File: src/rtl/debug_program_loader_if.sv
// ---------------------------------------------------------------------------
// debug_program_loader_if
// Bundle of the loader's control inputs and memory debug-port outputs.
//   i_start       : 1-cycle strobe that begins a load
//   i_rx_data     : received byte, valid while i_rx_done is high
//   i_rx_done     : 1-cycle strobe from the UART receiver
//   o_DirecDebug  : instruction-memory write address (byte address, step 4)
//   o_DatoDebug   : instruction-memory write data
//   o_WriteDebug  : write strobe, memory samples on its rising edge
//   o_busy        : load in progress
//   o_done        : load finished
//   o_overrun     : sticky, a byte arrived while not receiving
//   o_overflow    : sticky, memory filled before the halt word
//   o_word_count  : words written in the current load
// Modports: master = the loader, slave = the debug unit / memory side.
// ---------------------------------------------------------------------------
interface debug_program_loader_if #(
   parameter int NBITS = 32,
   parameter int NBYTE = 8
);
   logic             i_start;
   logic [NBYTE-1:0] i_rx_data;
   logic             i_rx_done;
   logic [NBITS-1:0] o_DirecDebug;
   logic [NBITS-1:0] o_DatoDebug;
   logic             o_WriteDebug;
   logic             o_busy;
   logic             o_done;
   logic             o_overrun;
   logic             o_overflow;
   logic [NBITS-1:0] o_word_count;

   modport master (
      input  i_start, i_rx_data, i_rx_done,
      output o_DirecDebug, o_DatoDebug, o_WriteDebug, o_busy, o_done,
             o_overrun, o_overflow, o_word_count
   );

   modport slave (
      output i_start, i_rx_data, i_rx_done,
      input  o_DirecDebug, o_DatoDebug, o_WriteDebug, o_busy, o_done,
             o_overrun, o_overflow, o_word_count
   );
endinterface

File: src/rtl/debug_program_loader.sv
// ---------------------------------------------------------------------------
// debug_program_loader
// Assembles big-endian words from a UART byte stream and writes them into
// instruction memory at consecutive word addresses, stopping after the halt
// word or when the last memory cell has been written.
// Ports:
//   i_clk   : system clock
//   i_reset : asynchronous active-high reset
//   bus     : debug_program_loader_if.master (start/byte inputs, memory
//             write port and status outputs)
// Every output is a flop; nothing from the inputs reaches an output
// combinationally.
// ---------------------------------------------------------------------------
module debug_program_loader #(
   parameter int                NBITS      = 32,
   parameter int                NBYTE      = 8,
   parameter int                CELDAS     = 256,
   parameter int unsigned       START_ADDR = 0,
   parameter logic [NBITS-1:0]  HALT_WORD  = {NBITS{1'b1}}
) (
   input logic                    i_clk,
   input logic                    i_reset,
   debug_program_loader_if.master bus
);

   localparam int               BYTES     = NBITS / NBYTE;
   localparam int               CW        = (BYTES > 1) ? $clog2(BYTES) : 1;
   localparam logic [CW-1:0]    LAST_CNT  = CW'(BYTES - 1);
   localparam logic [NBITS-1:0] FIRST     = NBITS'(START_ADDR);
   localparam logic [NBITS-1:0] LAST_ADDR = NBITS'(CELDAS - 4);
   localparam logic [NBITS-1:0] STEP      = NBITS'(4);

   typedef enum logic [2:0] {
      IDLE  = 3'd0,
      RECV  = 3'd1,
      SETUP = 3'd2,
      WRITE = 3'd3,
      HOLD  = 3'd4,
      DONE  = 3'd5
   } state_t;

   state_t state, state_n;

   // Only the upper NBITS-NBYTE bits are kept; the final byte is appended
   // directly when the word is transferred to the data register.
   logic [NBITS-NBYTE-1:0] shift, shift_n;
   logic [CW-1:0]          cnt, cnt_n;
   logic [NBITS-1:0]       addr, addr_n;
   logic [NBITS-1:0]       data, data_n;
   logic [NBITS-1:0]       wcount, wcount_n;
   logic                   overrun, overrun_n;
   logic                   overflow, overflow_n;
   logic                   write, write_n;
   logic                   busy, busy_n;
   logic                   done, done_n;

   logic is_halt;
   logic is_last;

   assign is_halt = (data == HALT_WORD);
   assign is_last = (addr == LAST_ADDR);

   // State register
   always_ff @(posedge i_clk or posedge i_reset) begin
      if (i_reset) state <= IDLE;
      else         state <= state_n;
   end

   // Next-state logic
   always_comb begin
      state_n = state;
      case (state)
         IDLE:    if (bus.i_start) state_n = RECV;
         RECV:    if (bus.i_rx_done && cnt == LAST_CNT) state_n = SETUP;
         SETUP:   state_n = WRITE;
         WRITE:   state_n = HOLD;
         HOLD:    state_n = (is_halt || is_last) ? DONE : RECV;
         DONE:    if (bus.i_start) state_n = RECV;
         default: state_n = IDLE;
      endcase
   end

   // Output / datapath next values. Status flags are derived from the next
   // state so that they line up with the state they describe.
   always_comb begin
      shift_n    = shift;
      cnt_n      = cnt;
      addr_n     = addr;
      data_n     = data;
      wcount_n   = wcount;
      overrun_n  = overrun;
      overflow_n = overflow;
      case (state)
         IDLE, DONE: begin
            if (bus.i_start) begin
               addr_n     = FIRST;
               cnt_n      = '0;
               wcount_n   = '0;
               overrun_n  = 1'b0;
               overflow_n = 1'b0;
            end else if (state == DONE && bus.i_rx_done) begin
               overrun_n = 1'b1;
            end
         end
         RECV: begin
            if (bus.i_rx_done) begin
               if (NBITS - NBYTE > NBYTE)
                  shift_n = {shift[NBITS-2*NBYTE-1:0], bus.i_rx_data};
               else
                  shift_n = bus.i_rx_data[NBITS-NBYTE-1:0];
               if (cnt == LAST_CNT) begin
                  data_n = {shift, bus.i_rx_data};
                  cnt_n  = '0;
               end else begin
                  cnt_n = cnt + CW'(1);
               end
            end
         end
         SETUP, WRITE: begin
            if (bus.i_rx_done) overrun_n = 1'b1;
         end
         HOLD: begin
            if (bus.i_rx_done) overrun_n = 1'b1;
            wcount_n = wcount + NBITS'(1);
            // Fullness is tested before the increment, so the address never wraps.
            if (!is_halt) begin
               if (is_last) overflow_n = 1'b1;
               else         addr_n     = addr + STEP;
            end
         end
         default: ;
      endcase
      write_n = (state_n == WRITE);
      busy_n  = (state_n == RECV) || (state_n == SETUP) ||
                (state_n == WRITE) || (state_n == HOLD);
      done_n  = (state_n == DONE);
   end

   // Output and datapath registers
   always_ff @(posedge i_clk or posedge i_reset) begin
      if (i_reset) begin
         shift    <= '0;
         cnt      <= '0;
         addr     <= FIRST;
         data     <= '0;
         wcount   <= '0;
         overrun  <= 1'b0;
         overflow <= 1'b0;
         write    <= 1'b0;
         busy     <= 1'b0;
         done     <= 1'b0;
      end else begin
         shift    <= shift_n;
         cnt      <= cnt_n;
         addr     <= addr_n;
         data     <= data_n;
         wcount   <= wcount_n;
         overrun  <= overrun_n;
         overflow <= overflow_n;
         write    <= write_n;
         busy     <= busy_n;
         done     <= done_n;
      end
   end

   assign bus.o_DirecDebug = addr;
   assign bus.o_DatoDebug  = data;
   assign bus.o_WriteDebug = write;
   assign bus.o_busy       = busy;
   assign bus.o_done       = done;
   assign bus.o_overrun    = overrun;
   assign bus.o_overflow   = overflow;
   assign bus.o_word_count = wcount;

endmodule

File: src/flat_wrapper.sv
// flat-port wrapper written by rule: the top's interface ports become plain ports
module debug_program_loader_flat 
#(
   parameter int                NBITS      = 32,
   parameter int                NBYTE      = 8,
   parameter int                CELDAS     = 256,
   parameter int unsigned       START_ADDR = 0,
   parameter logic [NBITS-1:0]  HALT_WORD  = {NBITS{1'b1}}
)
  (i_clk, i_reset, bus_i_start, bus_i_rx_data, bus_i_rx_done, bus_o_DirecDebug, bus_o_DatoDebug, bus_o_WriteDebug, bus_o_busy, bus_o_done, bus_o_overrun, bus_o_overflow, bus_o_word_count);
  debug_program_loader_if #(.NBITS(NBITS), .NBYTE(NBYTE)) bus_i ();
  input logic i_clk;
  input logic i_reset;
  input wire logic [$bits(bus_i.i_start)-1:0] bus_i_start;
  input wire logic [$bits(bus_i.i_rx_data)-1:0] bus_i_rx_data;
  input wire logic [$bits(bus_i.i_rx_done)-1:0] bus_i_rx_done;
  output wire logic [$bits(bus_i.o_DirecDebug)-1:0] bus_o_DirecDebug;
  output wire logic [$bits(bus_i.o_DatoDebug)-1:0] bus_o_DatoDebug;
  output wire logic [$bits(bus_i.o_WriteDebug)-1:0] bus_o_WriteDebug;
  output wire logic [$bits(bus_i.o_busy)-1:0] bus_o_busy;
  output wire logic [$bits(bus_i.o_done)-1:0] bus_o_done;
  output wire logic [$bits(bus_i.o_overrun)-1:0] bus_o_overrun;
  output wire logic [$bits(bus_i.o_overflow)-1:0] bus_o_overflow;
  output wire logic [$bits(bus_i.o_word_count)-1:0] bus_o_word_count;
  assign bus_i.i_start = bus_i_start;
  assign bus_i.i_rx_data = bus_i_rx_data;
  assign bus_i.i_rx_done = bus_i_rx_done;
  assign bus_o_DirecDebug = bus_i.o_DirecDebug;
  assign bus_o_DatoDebug = bus_i.o_DatoDebug;
  assign bus_o_WriteDebug = bus_i.o_WriteDebug;
  assign bus_o_busy = bus_i.o_busy;
  assign bus_o_done = bus_i.o_done;
  assign bus_o_overrun = bus_i.o_overrun;
  assign bus_o_overflow = bus_i.o_overflow;
  assign bus_o_word_count = bus_i.o_word_count;
  debug_program_loader #(.NBITS(NBITS), .NBYTE(NBYTE), .CELDAS(CELDAS), .START_ADDR(START_ADDR), .HALT_WORD(HALT_WORD)) u_core (.i_clk(i_clk), .i_reset(i_reset), .bus(bus_i));
endmodule
File: config.mk
export PLATFORM = sky130hd
export DESIGN_NAME = debug_program_loader_flat
export DESIGN_NICKNAME = d
export VERILOG_FILES = /design/src/rtl/debug_program_loader_if.sv /design/src/rtl/debug_program_loader.sv /design/src/flat_wrapper.sv
export SDC_FILE = /design/constraint.sdc
export NUM_CORES = 1
export LEC_CHECK = 0
export ABC_AREA = 1
export CAP_MARGIN = 20
export CORE_ASPECT_RATIO = 0.5
export CORE_UTILIZATION = 49
export CTS_CLUSTER_SIZE = 40
export DETAILED_ROUTE_END_ITERATION = 10
export GPL_TIMING_DRIVEN = 0
export HOLD_SLACK_MARGIN = 0.12
export PLACE_DENSITY = 0.8
export SYNTH_ARGS = -nofsm -noshare
export SYNTH_HDL_FRONTEND = slang
export SYNTH_SLANG_ARGS = --single-unit
File: constraint.sdc
create_clock -name i_clk -period 4.1 [get_ports i_clk]
set_input_delay 0.82 -clock i_clk [delete_from_list [all_inputs] [get_ports i_clk]]
set_output_delay 0.82 -clock i_clk [all_outputs]
set_load 0.05 [all_outputs]
# ---- Word-level counts from Yosys, hierarchy flattened
# Cells that the tools add are included.
dict set report word_totals {
  register_bits 130
  inputBits 12
  output_inout_bits 101
}
dict set report op_classes {
  n_mux 21
  add_sub_neg 3
  reduce_logical 19
  eq_ne 20
}
# operator count
set op_table {}
lappend op_table {{$pmux W32 S2} 2}
lappend op_table {{$mux W32} 3}
lappend op_table {{$add A32 B1 Y32 const B} 1}
lappend op_table {{$add A32 B3 Y32 const B} 1}
lappend op_table {{$eq A32 B32 Y1 const B} 1}
lappend op_table {{$eq A32 B8 Y1 const B} 1}
lappend op_table {{$pmux W3 S5} 1}
lappend op_table {{$eq A3 B2 Y1 const B} 4}
lappend op_table {{$eq A3 B3 Y1 const B} 4}
lappend op_table {{$mux W3} 3}
lappend op_table {{$reduce_and A3 Y1} 3}
lappend op_table {{$reduce_and A4 Y1} 2}
lappend op_table {{$eq A3 B1 Y1 const B} 2}
lappend op_table {{$mux W1} 6}
lappend op_table {{$mux W2} 3}
lappend op_table {{$ne A2 B1 Y1 const B} 3}
lappend op_table {{$ne A2 B2 Y1 const B} 3}
lappend op_table {{$reduce_bool A2 Y1} 3}
lappend op_table {{$logic_or A1 B1 Y1} 4}
lappend op_table {{$pmux W1 S2} 2}
lappend op_table {{$pmux W2 S2} 1}
lappend op_table {{$reduce_and A2 Y1} 2}
lappend op_table {{$logic_not A3 Y1} 1}
lappend op_table {{$ne A3 B1 Y1 const B} 1}
lappend op_table {{other kinds (5)} 6}

# ---- Logic depth before layout (Yosys ltp)
# Gate-level depths: netlist of the first run.
dict set report logic_depth {
  depth_word 8
  ltp_mapped 11
  ltp_nobuf 11
}

# ---- Least setup slack after synthesis of the first run
# OpenSTA, ideal clock, no wires.
dict set report synth_path {
  path_type {register -> register}
  startpoint {reg u_core.wcount[1] (netlist: u_core.bus.o_word_count[1])}
  endpoint {reg u_core.wcount[18] (netlist: u_core.bus.o_word_count[18])}
  period_less_slack_ns 1.923
  path_stages_with_launch 11
  setup_slack_ns 2.177
  arrival_time_ns 1.803
  n_path_buf 0
  cell_sequence {dfrtp_1 ha_1 nand2_1 inv_1 nand3_1 inv_1 nand2_1 nor2_1 nand3_1 o21ai_0 inv_1}
}
dict set report synth_via {
  elab_chain_cells 2
}
# item line
set synth_rtl {}
lappend synth_rtl {{start, declared} debug_program_loader.sv:50} ;# logic [NBITS-1:0] wcount, wcount_n;
lappend synth_rtl {{start signal, assigned} debug_program_loader.sv:157} ;# wcount <= wcount_n;
lappend synth_rtl {{$add A32 B1 Y32} debug_program_loader.sv:124} ;# wcount_n = wcount + NBITS'(1);
lappend synth_rtl {{$pmux W32 S2} debug_program_loader.sv:93} ;# case (state)
# Every way passes these cells.
# A chain may end at the register's enable or synchronous reset.

# ---- Worst setup path after layout of the first run
dict set report layout_path {
  startpoint {reg u_core.addr[2] (netlist: u_core.bus.o_DirecDebug[2])}
  endpoint {out bus_o_DirecDebug[2]}
}
# item line
set layout_lines {}
lappend layout_lines {{start, declared} debug_program_loader.sv:48} ;# logic [NBITS-1:0] addr, addr_n;
lappend layout_lines {{start signal, assigned} debug_program_loader.sv:155} ;# addr <= addr_n;
lappend layout_lines {{end, declared} flat_wrapper.sv:17} ;# output wire logic [$bits(bus_i.o_DirecDebug)-1:0] bus_o_DirecDebug;
# No word-level cell between the ends.

==> results of run 1 <==
==> cell type report <==
cell class                 instances  area, µm²  area share
clock inverter                    13        104      0.0118
multi-input combinational        690       3120       0.354
inverter                          98        372      0.0422
clock buffer                      18        439      0.0499
sequential                       128       3200       0.364
timing repair buffer             113       1160       0.132
tap                              192        240      0.0273
buffer                            26        169      0.0192
==> metrics by stage <==
stage / setup WS [ps] / cells
final: 1420 / 1278
after global placement: 517 / 1244
after CTS: 1430 / 1278
after floorplan: 1700 / 942
after global routing: 1380 / 1278
after detailed placement: 1710 / 1247
==> tightest hold or removal path: cells and delay by family (launching register included) <==
| family | cells | cell delay [ps] |
|---|---|---|
| DFF | 1 | 340 |
| and+or+nand+nor | 2 | 110 |
==> cell usage in the layout, fill, tap and decap left out, types with 2 or more instances in the layout <==
cell             synthesis  final
inv_1                   97     96
o21ai_2                  5      5
clkinvlp_4               0      3
clkdlybuf4s50_1          0    110
a31oi_1                  2      2
nor2_4                   2      2
nand2_1                312    312
a21oi_1                  8      8
clkbuf_16                0     17
clkinv_2                 0      2
nor3_1                   6      6
buf_4                    2      2
nand2_4                  4      4
clkbuf_1                 8      8
o21ai_0                 81     81
or2_2                   12     12
nand2_2                  2      2
buf_12                   0      3
o22ai_1                  2      2
nor3b_1                  2      2
o21bai_1                 3      3
inv_6                    0      6
nor2_1                 113    113
ha_1                     4      4
nand3_1                 86     86
buf_6                    7      7
and3_1                   2      2
dfrtp_1                128    128
nand4_1                 15     15
clkinv_4                 0      3
xor2_1                   2      2
buf_2                    8      8
o21ai_1                 16     16
conb_1                   1      2
==> power breakdown <==
part / switching [W] / internal, W / total, W
registers: 0.000218 / 0.00154 / 0.00175
logic: 0.00107 / 0.000483 / 0.00156
clock network: 0.000611 / 0.000797 / 0.00141
total: 0.00190 / 0.00282 / 0.00472
==> cells by family (layout without fill, tap and decap cells) <==
| logic type | count (synthesis) | after routing | share of synthesized area |
|---|---|---|---|
| AO/OA/AOI/OAI | 121 | 121 | 0.0947 |
| buffers and inverters | 124 | 268 | 0.0783 |
| XOR/XNOR | 2 | 2 | 0.00256 |
| other | 1 | 2 | 0.000547 |
| flip-flops | 128 | 128 | 0.467 |
| adder cells (fa/ha/maj) | 4 | 4 | 0.00730 |
| AND/OR/NAND/NOR | 561 | 561 | 0.349 |
==> layer usage <==
metal / share of wire / wire, µm
met2: 0.48 / 8980
met4: 0.014 / 267
met3: 0.063 / 1200
met1: 0.45 / 8430
met5: 0 / 0
==> flip-flops by register name (all words and copies together), names as in the netlist <==
name                     count
u_core.bus.o_DatoDebug      32
u_core.bus.o_word_count     32
u_core.bus.o_DirecDebug     30
u_core.shift                24
u_core.state                 3
u_core.cnt                   2
u_core.bus.o_WriteDebug      1
u_core.bus.o_busy            1
u_core.bus.o_done            1
u_core.bus.o_overflow        1
u_core.bus.o_overrun         1
==> worst paths after layout <==
check,slack [ps],start,end,cells past startpoint
setup / recovery,1420,u_core.bus.o_DirecDebug[2]$_DFFE_PP0P_,bus_o_DirecDebug[2],1
hold / removal,480,u_core.shift[20]$_DFFE_PP0P_,u_core.bus.o_DatoDebug[28]$_DFFE_PP0P_,2
setup reg to reg,2050,u_core.bus.o_DirecDebug[2]$_DFFE_PP0P_,u_core.bus.o_DirecDebug[10]$_DFFE_PP0P_,8
hold reg to reg,480,u_core.shift[20]$_DFFE_PP0P_,u_core.bus.o_DatoDebug[28]$_DFFE_PP0P_,2
max in group asynchronous,2650,i_reset,u_core.bus.o_word_count[2]$_DFFE_PP0P_,3
min in group asynchronous,830,i_reset,u_core.state[0]$_DFF_PP0_,2
==> summary.md, run 1 <==
| Metric | Value |
|---|---|
| Outcome | `complete, but fails checks` |
| Failing checks | `design-rule violations` |
| Worst setup EP type | `output pin` |
| Crit-path slowest cell | `clkdlybuf4s50_1` |
| FILL cells | `1193` |
| ANT cells | `0` |
| Post-CTS sizing | `0` |
| Layout area overhead | `28.5%` |
| Ys flop type | `dfrtp_1` |
| CORE AREA | `about 0.014 mm²` |
| Startpoint types | `flop` |
| Initial DRC Count | `between 500 and 600` |
| Max-slew violations | `0` |
| CP arrival | `1860 ps` |
| Final setup vio count | `0` |
| Final instance area | `0.00881 mm²` |
| DP Area | `0.00826 mm²` |
| Post-synth top area share | `0.467` |
| EDFF count, synth | `0` |
| Slew @ Worst Pin | `665 ps` |
| Average cell area after synthesis | `7.29 µm²` |
| Detail Route Antenna Nets | `0` |
| Min Clock Period, post-route | `between 2000 and 3000 ps` |
| Pin count of the biggest net entering global routing | `45` |
| DRC | `1` |
| Mapped cell area | `between 0.006 and 0.007 mm²` |
| Unrepaired setup endpoints after global routing | `no` |
| Max-slew headroom | `0.553` |
| Avg Vias per Cell | `5.27` |
| CP top delay family | `buffers and inverters` |
| Max Cap Viol | `0` |
| Post-DP HPWL | `roughly 14000 µm` |
| Commonest cells in the netlist | `nand2_1, dfrtp_1, nor2_1` |
| Die area | `0.0145 mm²` |
| Critical-path maximum fanout | `9` |
| # clock sinks | `128` |
| Final clock period utilization by the worst path | `0.653` |
| CP Class | `reg2out` |
| Antenna violations before repair | `0` |
| Post-synth top area cell | `dfrtp_1` |
| Crit path largest cell delay | `880 ps` |
| Met3 Usage GRT | `0.0568` |
| Routed vias | `roughly 6.7k` |
| Vias in the first global route | `6262` |
| P_leak | `3.90 nW` |
| Finished Core Util | `0.648` |
| Cell variety after synth | `38` |
| Worst EP required | `about 3300 ps` |
| Hold Violations, Final | `0` |
| Pwr Total | `0.00472 W` |
| Hold Crit Class | `reg2reg` |
| Total track usage | `0.271` |
| Wire per inst | `14.8 µm` |
| Pwr dens | `536 mW/mm²` |
| Hold buffers post-CTS | `0` |
| H-tree levels | `4` |
| Crit-path cells | `clkdlybuf4s50_1` |
| Cell with the most instances after synthesis | `nand2_1` |
| Final nets | `between 1k and 1.5k` |
| Worst hold margin | `483 ps` |
| Worst path buffer plus inverter count | `1` |
| Number of core rows | `30` |
| Worst Skew | `16.7 ps` |
| Die Y | `85.6 µm` |
| Starting Density | `0.505` |
| First-pass iteration count of the detailed router | `9` |
| Die X | `169 µm` |
| YS warnings | `0` |
| CTS tree | `done` |
| First-pass GRT wire length | `30700 µm` |
| Synth Instances | `941` |
| Synth area leaders | `dfrtp_1, nand2_1, nand3_1, nor2_1, o21ai_0` |
| I/O pin count | `113` |
| Global route total overflow | `0` |
| Post-Route WL | `18900 µm` |
| Clk_lat worst skew | `420 ps` |
| GP Congestion | `approximately 0.96` |
| Layout cell share with drive strength beyond 1 | `0.0764` |
| Async set-reset flop share out of synthesis | `1.00` |
| Postcts setup bufs | `0` |
| Grt peak-use layer | `met2` |
| Met2 Track Usage GR | `0.448` |
| Clock-pin slew on the worst setup and hold paths | `60 ps` |
| CTS Buf Count | `17` |
| Post-synthesis sequential area ratio | `0.467` |
| FMAX | `374 MHz` |
| Clock buffer depth | `2` |
| # port buffers | `110` |
| VDD IR-drop max | `0.454 mV` |
| Met1 Usage GRT | `0.356` |
| Post-Route Setup TNS | `0 ps` |
| CTS root buf | `clkbuf_16` |
| #FFs+latches synth | `approximately 130` |
No activity file was read; power rests on OpenSTA's default activity.
==> run 2, diff against run 1 <==
--- a/config.mk
+++ b/config.mk
@@ -8,12 +8,12 @@
 export ABC_AREA = 1
 export CAP_MARGIN = 20
 export CORE_ASPECT_RATIO = 0.5
-export CORE_UTILIZATION = 49
+export CORE_UTILIZATION = 54
 export CTS_CLUSTER_SIZE = 40
 export DETAILED_ROUTE_END_ITERATION = 10
 export GPL_TIMING_DRIVEN = 0
 export HOLD_SLACK_MARGIN = 0.12
-export PLACE_DENSITY = 0.8
+export PLACE_DENSITY = 0.84
 export SYNTH_ARGS = -nofsm -noshare
 export SYNTH_HDL_FRONTEND = slang
 export SYNTH_SLANG_ARGS = --single-unit
==> constraint.sdc (replaced) <==
create_clock -name i_clk -period 2.5 [get_ports i_clk]
set_input_delay 0.5 -clock i_clk [delete_from_list [all_inputs] [get_ports i_clk]]
set_output_delay 0.5 -clock i_clk [all_outputs]
set_load 0.05 [all_outputs]
==> summary.md, run 2 (synthesis gave the netlist of run 1 again) <==
| Metric | Value |
|---|---|
| Outcome | `finished clean` |
| Total track usage | `0.312` |
| Final instance area | `just under 0.009 mm²` |
| Clk_lat worst skew | `420 ps` |
| R2R depth | `9` |
| DP Area | `0.00823 mm²` |
| Die area | `0.0132 mm²` |
| Clock-pin slew on the worst setup and hold paths | `70 ps` |
| Crit-path cells | `clkdlybuf4s50_1` |
| VDD IR-drop max | `about 0.86 mV` |
| Unrepaired setup endpoints after global routing | `no` |
| Detail Route Antenna Nets | `0` |
| Hold buffers post-CTS | `0` |
| Vias in the first global route | `about 6.4k` |
| Most frequent cells in the layout | `nand2_1, dfrtp_1, nor2_1` |
| # clock sinks | `128` |
| DRC | `0` |
| CP top delay family | `buffers and inverters` |
| Worst EP required | `2000 ps` |
| Pwr dens | `897 mW/mm²` |
| Starting Density | `0.567` |
| I/O pin count | `~110` |
| R2R Path End | `u_core.bus.o_DirecDebug[26]$_DFFE_PP0P_` |
| Min Clock Period, post-route | `2320 ps` |
| P_leak | `3.92 nW` |
| First-pass iteration count of the detailed router | `7` |
| Layout cell share with drive strength beyond 1 | `0.0764` |
| Hold Violations, Final | `0` |
| Worst R2R Start | `u_core.bus.o_DirecDebug[2]$_DFFE_PP0P_` |
| Final nets | `roughly 1.1k` |
| Final clock period utilization by the worst path | `0.928` |
| Post-Route WL | `19500 µm` |
| Worst path buffer plus inverter count | `1` |
| Finished Core Util | `0.728` |
| Postcts setup bufs | `0` |
| Die X | `161 µm` |
| CTS Buf Count | `17` |
| Hold Crit Class | `in2async` |
| Initial DRC Count | `646` |
| CP arrival | `1820 ps` |
| Setup ws final | `180 ps` |
| Crit path largest cell delay | `870 ps` |
| Global route total overflow | `0` |
| Worst setup EP type | `output pin` |
| CTS root buf | `clkbuf_16` |
| GP Congestion | `0.962` |
| Layout area overhead | `28.3%` |
| CP Class | `reg2out` |
| Final setup vio count | `0` |
| ANT cells | `0` |
| # port buffers | `110` |
| Die Y | `roughly 82 µm` |
| Startpoint types | `flop` |
| Commonest non-fill, non-tap cell in the layout | `nand2_1` |
| Pin count of the biggest net entering global routing | `46` |
| Worst Skew | `14.9 ps` |
| Routed vias | `between 6k and 7k` |
| Worst hold margin | `between 400 and 500 ps` |
| Slew @ Worst Pin | `630 ps` |
| H-tree levels | `4` |
| Post-CTS sizing | `0` |
| First-pass GRT wire length | `31500 µm` |
| Place WS | `roughly 400 ps` |
| Register-to-register setup slack | `370 ps` |
| Max Cap Viol | `0` |
| Max-slew violations | `0` |
| Crit-path slowest cell | `clkdlybuf4s50_1` |
| Post-DP HPWL | `14000 µm` |
| CTS tree | `done` |
| Critical-path maximum fanout | `9` |
| Avg Vias per Cell | `between 5 and 6` |
| Wire per inst | `between 15 and 20 µm` |
| Pwr Total | `0.00789 W` |
| Number of core rows | `28` |
| Max-slew headroom | `0.580` |
| Antenna violations before repair | `0` |
| Clock buffer depth | `2` |
| CORE AREA | `0.0121 mm²` |
| FMAX | `431 MHz` |
==> run 2: power by group <==
| group | internal, W | switching [W] |
|---|---|---|
| logic | 0.000798 | 0.00178 |
| clock network | 0.00141 | 0.00102 |
| registers | 0.00252 | 0.000358 |
| total | 0.00473 | 0.00316 |
==> run 2: final cells by class <==
| cell class | count | area (µm²) |
|---|---|---|
| multi-input cells | 690 | 3120 |
| repair buffers | 113 | 1160 |
| well taps | 165 | 206 |
| fillers | 972 | 3290 |
| clock inverters | 13 | 129 |
| flip-flops and latches | 128 | 3200 |
| plain buffers | 26 | 169 |
| inverters | 98 | 372 |
| clock buffers | 18 | 439 |
==> run 2: metal layers <==
metal / track usage / share of wire / wire length [µm]
met5: 0 / 0 / 0
met4: 0.111 / 0.021 / 410
met3: 0.0626 / 0.076 / 1470
met2: 0.541 / 0.48 / 9300
met1: 0.395 / 0.43 / 8290
==> run 2: worst max path at each step <==
stage                                                    endpoint  cells past startpoint                              startpoint
after detailed placement  u_core.bus.o_DirecDebug[26]$_DFFE_PP0P_                      9  u_core.bus.o_DirecDebug[2]$_DFFE_PP0P_
final                                         bus_o_DirecDebug[2]                      1  u_core.bus.o_DirecDebug[2]$_DFFE_PP0P_
after floorplan             u_core.bus.o_DatoDebug[0]$_DFFE_PP0P_                      1                                 i_reset
after CTS                                     bus_o_DirecDebug[2]                      1  u_core.bus.o_DirecDebug[2]$_DFFE_PP0P_
after global routing                          bus_o_DirecDebug[2]                      1  u_core.bus.o_DirecDebug[2]$_DFFE_PP0P_
after global placement      u_core.bus.o_DatoDebug[7]$_DFFE_PP0P_                      2                                 i_reset
==> run 2: stage by stage <==
stage	std cells	TNS, ps
after detailed placement	1220	0
after CTS	1251	0
final	1251	0
after global routing	1251	0
after floorplan	942	0
after global placement	1217	-92620
==> run 3, diff against run 2 <==
--- a/config.mk
+++ b/config.mk
@@ -14,6 +14,7 @@
 export GPL_TIMING_DRIVEN = 0
 export HOLD_SLACK_MARGIN = 0.12
 export PLACE_DENSITY = 0.84
+export RECOVER_POWER = 50
 export SYNTH_ARGS = -nofsm -noshare
 export SYNTH_HDL_FRONTEND = slang
 export SYNTH_SLANG_ARGS = --single-unit
==> summary.md, run 3 (synthesis gave the netlist of run 1 again) <==
| Metric | Value |
|---|---|
| Outcome | `finished clean` |
| Global route total overflow | `0` |
| Layout cell share with drive strength beyond 1 | `0.0700` |
| Hold buffers post-CTS | `0` |
| Hold Path Stages | `2` |
| CTS root buf | `clkbuf_16` |
| Register-to-register setup slack | `240 ps` |
| Die area | `0.0132 mm²` |
| Avg Vias per Cell | `5.44` |
| Worst hold margin | `481 ps` |
| Vias in the first global route | `between 6k and 7k` |
| CTS Buf Count | `17` |
| Net Sw Frac | `0.399` |
| Clock buffer depth | `2` |
| CP Class | `reg2out` |
| Critical-path maximum fanout | `9` |
| Clock-pin slew on the worst setup and hold paths | `around 60 ps` |
| Number of core rows | `28` |
| CORE AREA | `between 0.01 and 0.015 mm²` |
| CP top delay family | `buffers and inverters` |
| Wire per inst | `15.6 µm` |
| First-pass iteration count of the detailed router | `5` |
| Antenna violations before repair | `0` |
| Finished Core Util | `0.721` |
| Max-slew headroom | `0.304` |
| Worst EP required | `2000 ps` |
| Die X | `about 160 µm` |
| Commonest non-fill, non-tap cell in the layout | `nand2_1` |
| R2R depth | `10` |
| Clk pwr share | `0.310` |
| Worst setup EP type | `output pin` |
| # clock sinks | `between 100 and 150` |
| Worst Skew | `14.0 ps` |
| Final clock period utilization by the worst path | `0.930` |
| Hold Violations, Final | `0` |
| Max-slew violations | `0` |
| Worst path buffer plus inverter count | `1` |
| Crit-path slowest cell | `clkdlybuf4s50_1` |
| P_int | `0.00470 W` |
| Startpoint types | `flop` |
| Unrepaired setup endpoints after global routing | `no` |
| Final nets | `1090` |
| Crit path largest cell delay | `870 ps` |
| Hold_sp | `u_core.shift[22]$_DFFE_PP0P_` |
| Combinational share of power | `0.323` |
| P_leak | `3.87 nW` |
| Post-DP HPWL | `14000 µm` |
| Post-Route WL | `19500 µm` |
| Routed vias | `6802` |
| # port buffers | `110` |
| Clk_lat worst skew | `420 ps` |
| FMAX | `430 MHz` |
| Power share of the sequential group | `0.367` |
| Min Clock Period, post-route | `2320 ps` |
| Pwr dens | `approximately 900 mW/mm²` |
| Crit-path cells | `clkdlybuf4s50_1` |
| ANT cells | `0` |
| Post-Route Setup TNS | `0 ps` |
| Switching pwr | `0.00313 W` |
| Slew @ Worst Pin | `around 1000 ps` |
| Pin count of the biggest net entering global routing | `46` |
| Starting Density | `0.567` |
| H-tree levels | `4` |
| Final setup vio count | `0` |
| VDD IR-drop max | `between 0.8 and 0.9 mV` |
| CTS tree | `done` |
| Post-CTS sizing | `0` |
| Final instance area | `between 0.008 and 0.009 mm²` |
| Worst R2R Start | `u_core.state[1]$_DFF_PP0_` |
| Detail Route Antenna Nets | `0` |
| DRC | `0` |
| CP arrival | `1820 ps` |
| Initial DRC Count | `approximately 620` |
| First-pass GRT wire length | `31500 µm` |
| Layout area overhead | `27.1%` |
| Most frequent cells in the layout | `nand2_1, dfrtp_1, nor2_1` |
| Worst Hold Endpoint | `u_core.bus.o_DatoDebug[30]$_DFFE_PP0P_` |
| Die Y | `about 82 µm` |
| I/O pin count | `around 110` |
| DP Area | `0.00823 mm²` |
| Total track usage | `0.312` |
| Hold Crit Class | `reg2reg` |
| Postcts setup bufs | `0` |
| R2R Path End | `u_core.bus.o_DatoDebug[16]$_DFFE_PP0P_` |
| GP Congestion | `0.962` |
| Max Cap Viol | `0` |
run 3: worst max path at each step:
stage	startpoint	endpoint	slack, ps	depth (start not counted)
floorplan	i_reset	u_core.bus.o_DatoDebug[0]$_DFFE_PP0P_	420	1
detailed placement	u_core.bus.o_DirecDebug[2]$_DFFE_PP0P_	u_core.bus.o_DirecDebug[26]$_DFFE_PP0P_	410	9
global route	u_core.state[0]$_DFF_PP0_	u_core.bus.o_DatoDebug[16]$_DFFE_PP0P_	70	9
finish	u_core.bus.o_DirecDebug[2]$_DFFE_PP0P_	bus_o_DirecDebug[2]	180	1
CTS	u_core.bus.o_DirecDebug[2]$_DFFE_PP0P_	bus_o_DirecDebug[2]	160	1
global placement	i_reset	u_core.bus.o_DatoDebug[7]$_DFFE_PP0P_	-730	2
run 3: metrics by stage:
step	instances	setup slack [ps]	power, W
after global placement	1217	-732	0.00535
after global routing	1251	66.8	0.00816
final	1251	175	0.00783
after detailed placement	1220	405	0.00544
after CTS	1251	164	0.00790
after floorplan	942	419	0.00455
run 3: area by class of cell:
class	count	area [µm²]
plain buffers	26	161
clock buffers	18	439
clock inverters	13	129
fillers	986	3370
inverters	98	369
multi-input cells	690	3070
flip-flops and latches	128	3200
well taps	165	206
repair buffers	113	1130
run 3: power by group through the flow:
| stage | logic, W | registers [W] | clock network (W) |
|---|---|---|---|
| finish | 0.00253 | 0.00287 | 0.00243 |
| global route | 0.00272 | 0.00292 | 0.00252 |
| CTS | 0.00259 | 0.00287 | 0.00244 |
| detailed placement | 0.00255 | 0.00289 | 0 |
| global placement | 0.00247 | 0.00287 | 0 |
| floorplan | 0.000938 | 0.00362 | 0 |
run 3: layer usage:
| layer | track usage | vias to the layer above | wire length [µm] |
|---|---|---|---|
| met1 | 0.395 | 3208 | 8400 |
| met2 | 0.541 | 293 | 9370 |
| met5 | 0 | - | 0 |
| li1 | - | 3272 | - |
| met3 | 0.0626 | 29 | 1420 |
| met4 | 0.111 | 0 | 332 |
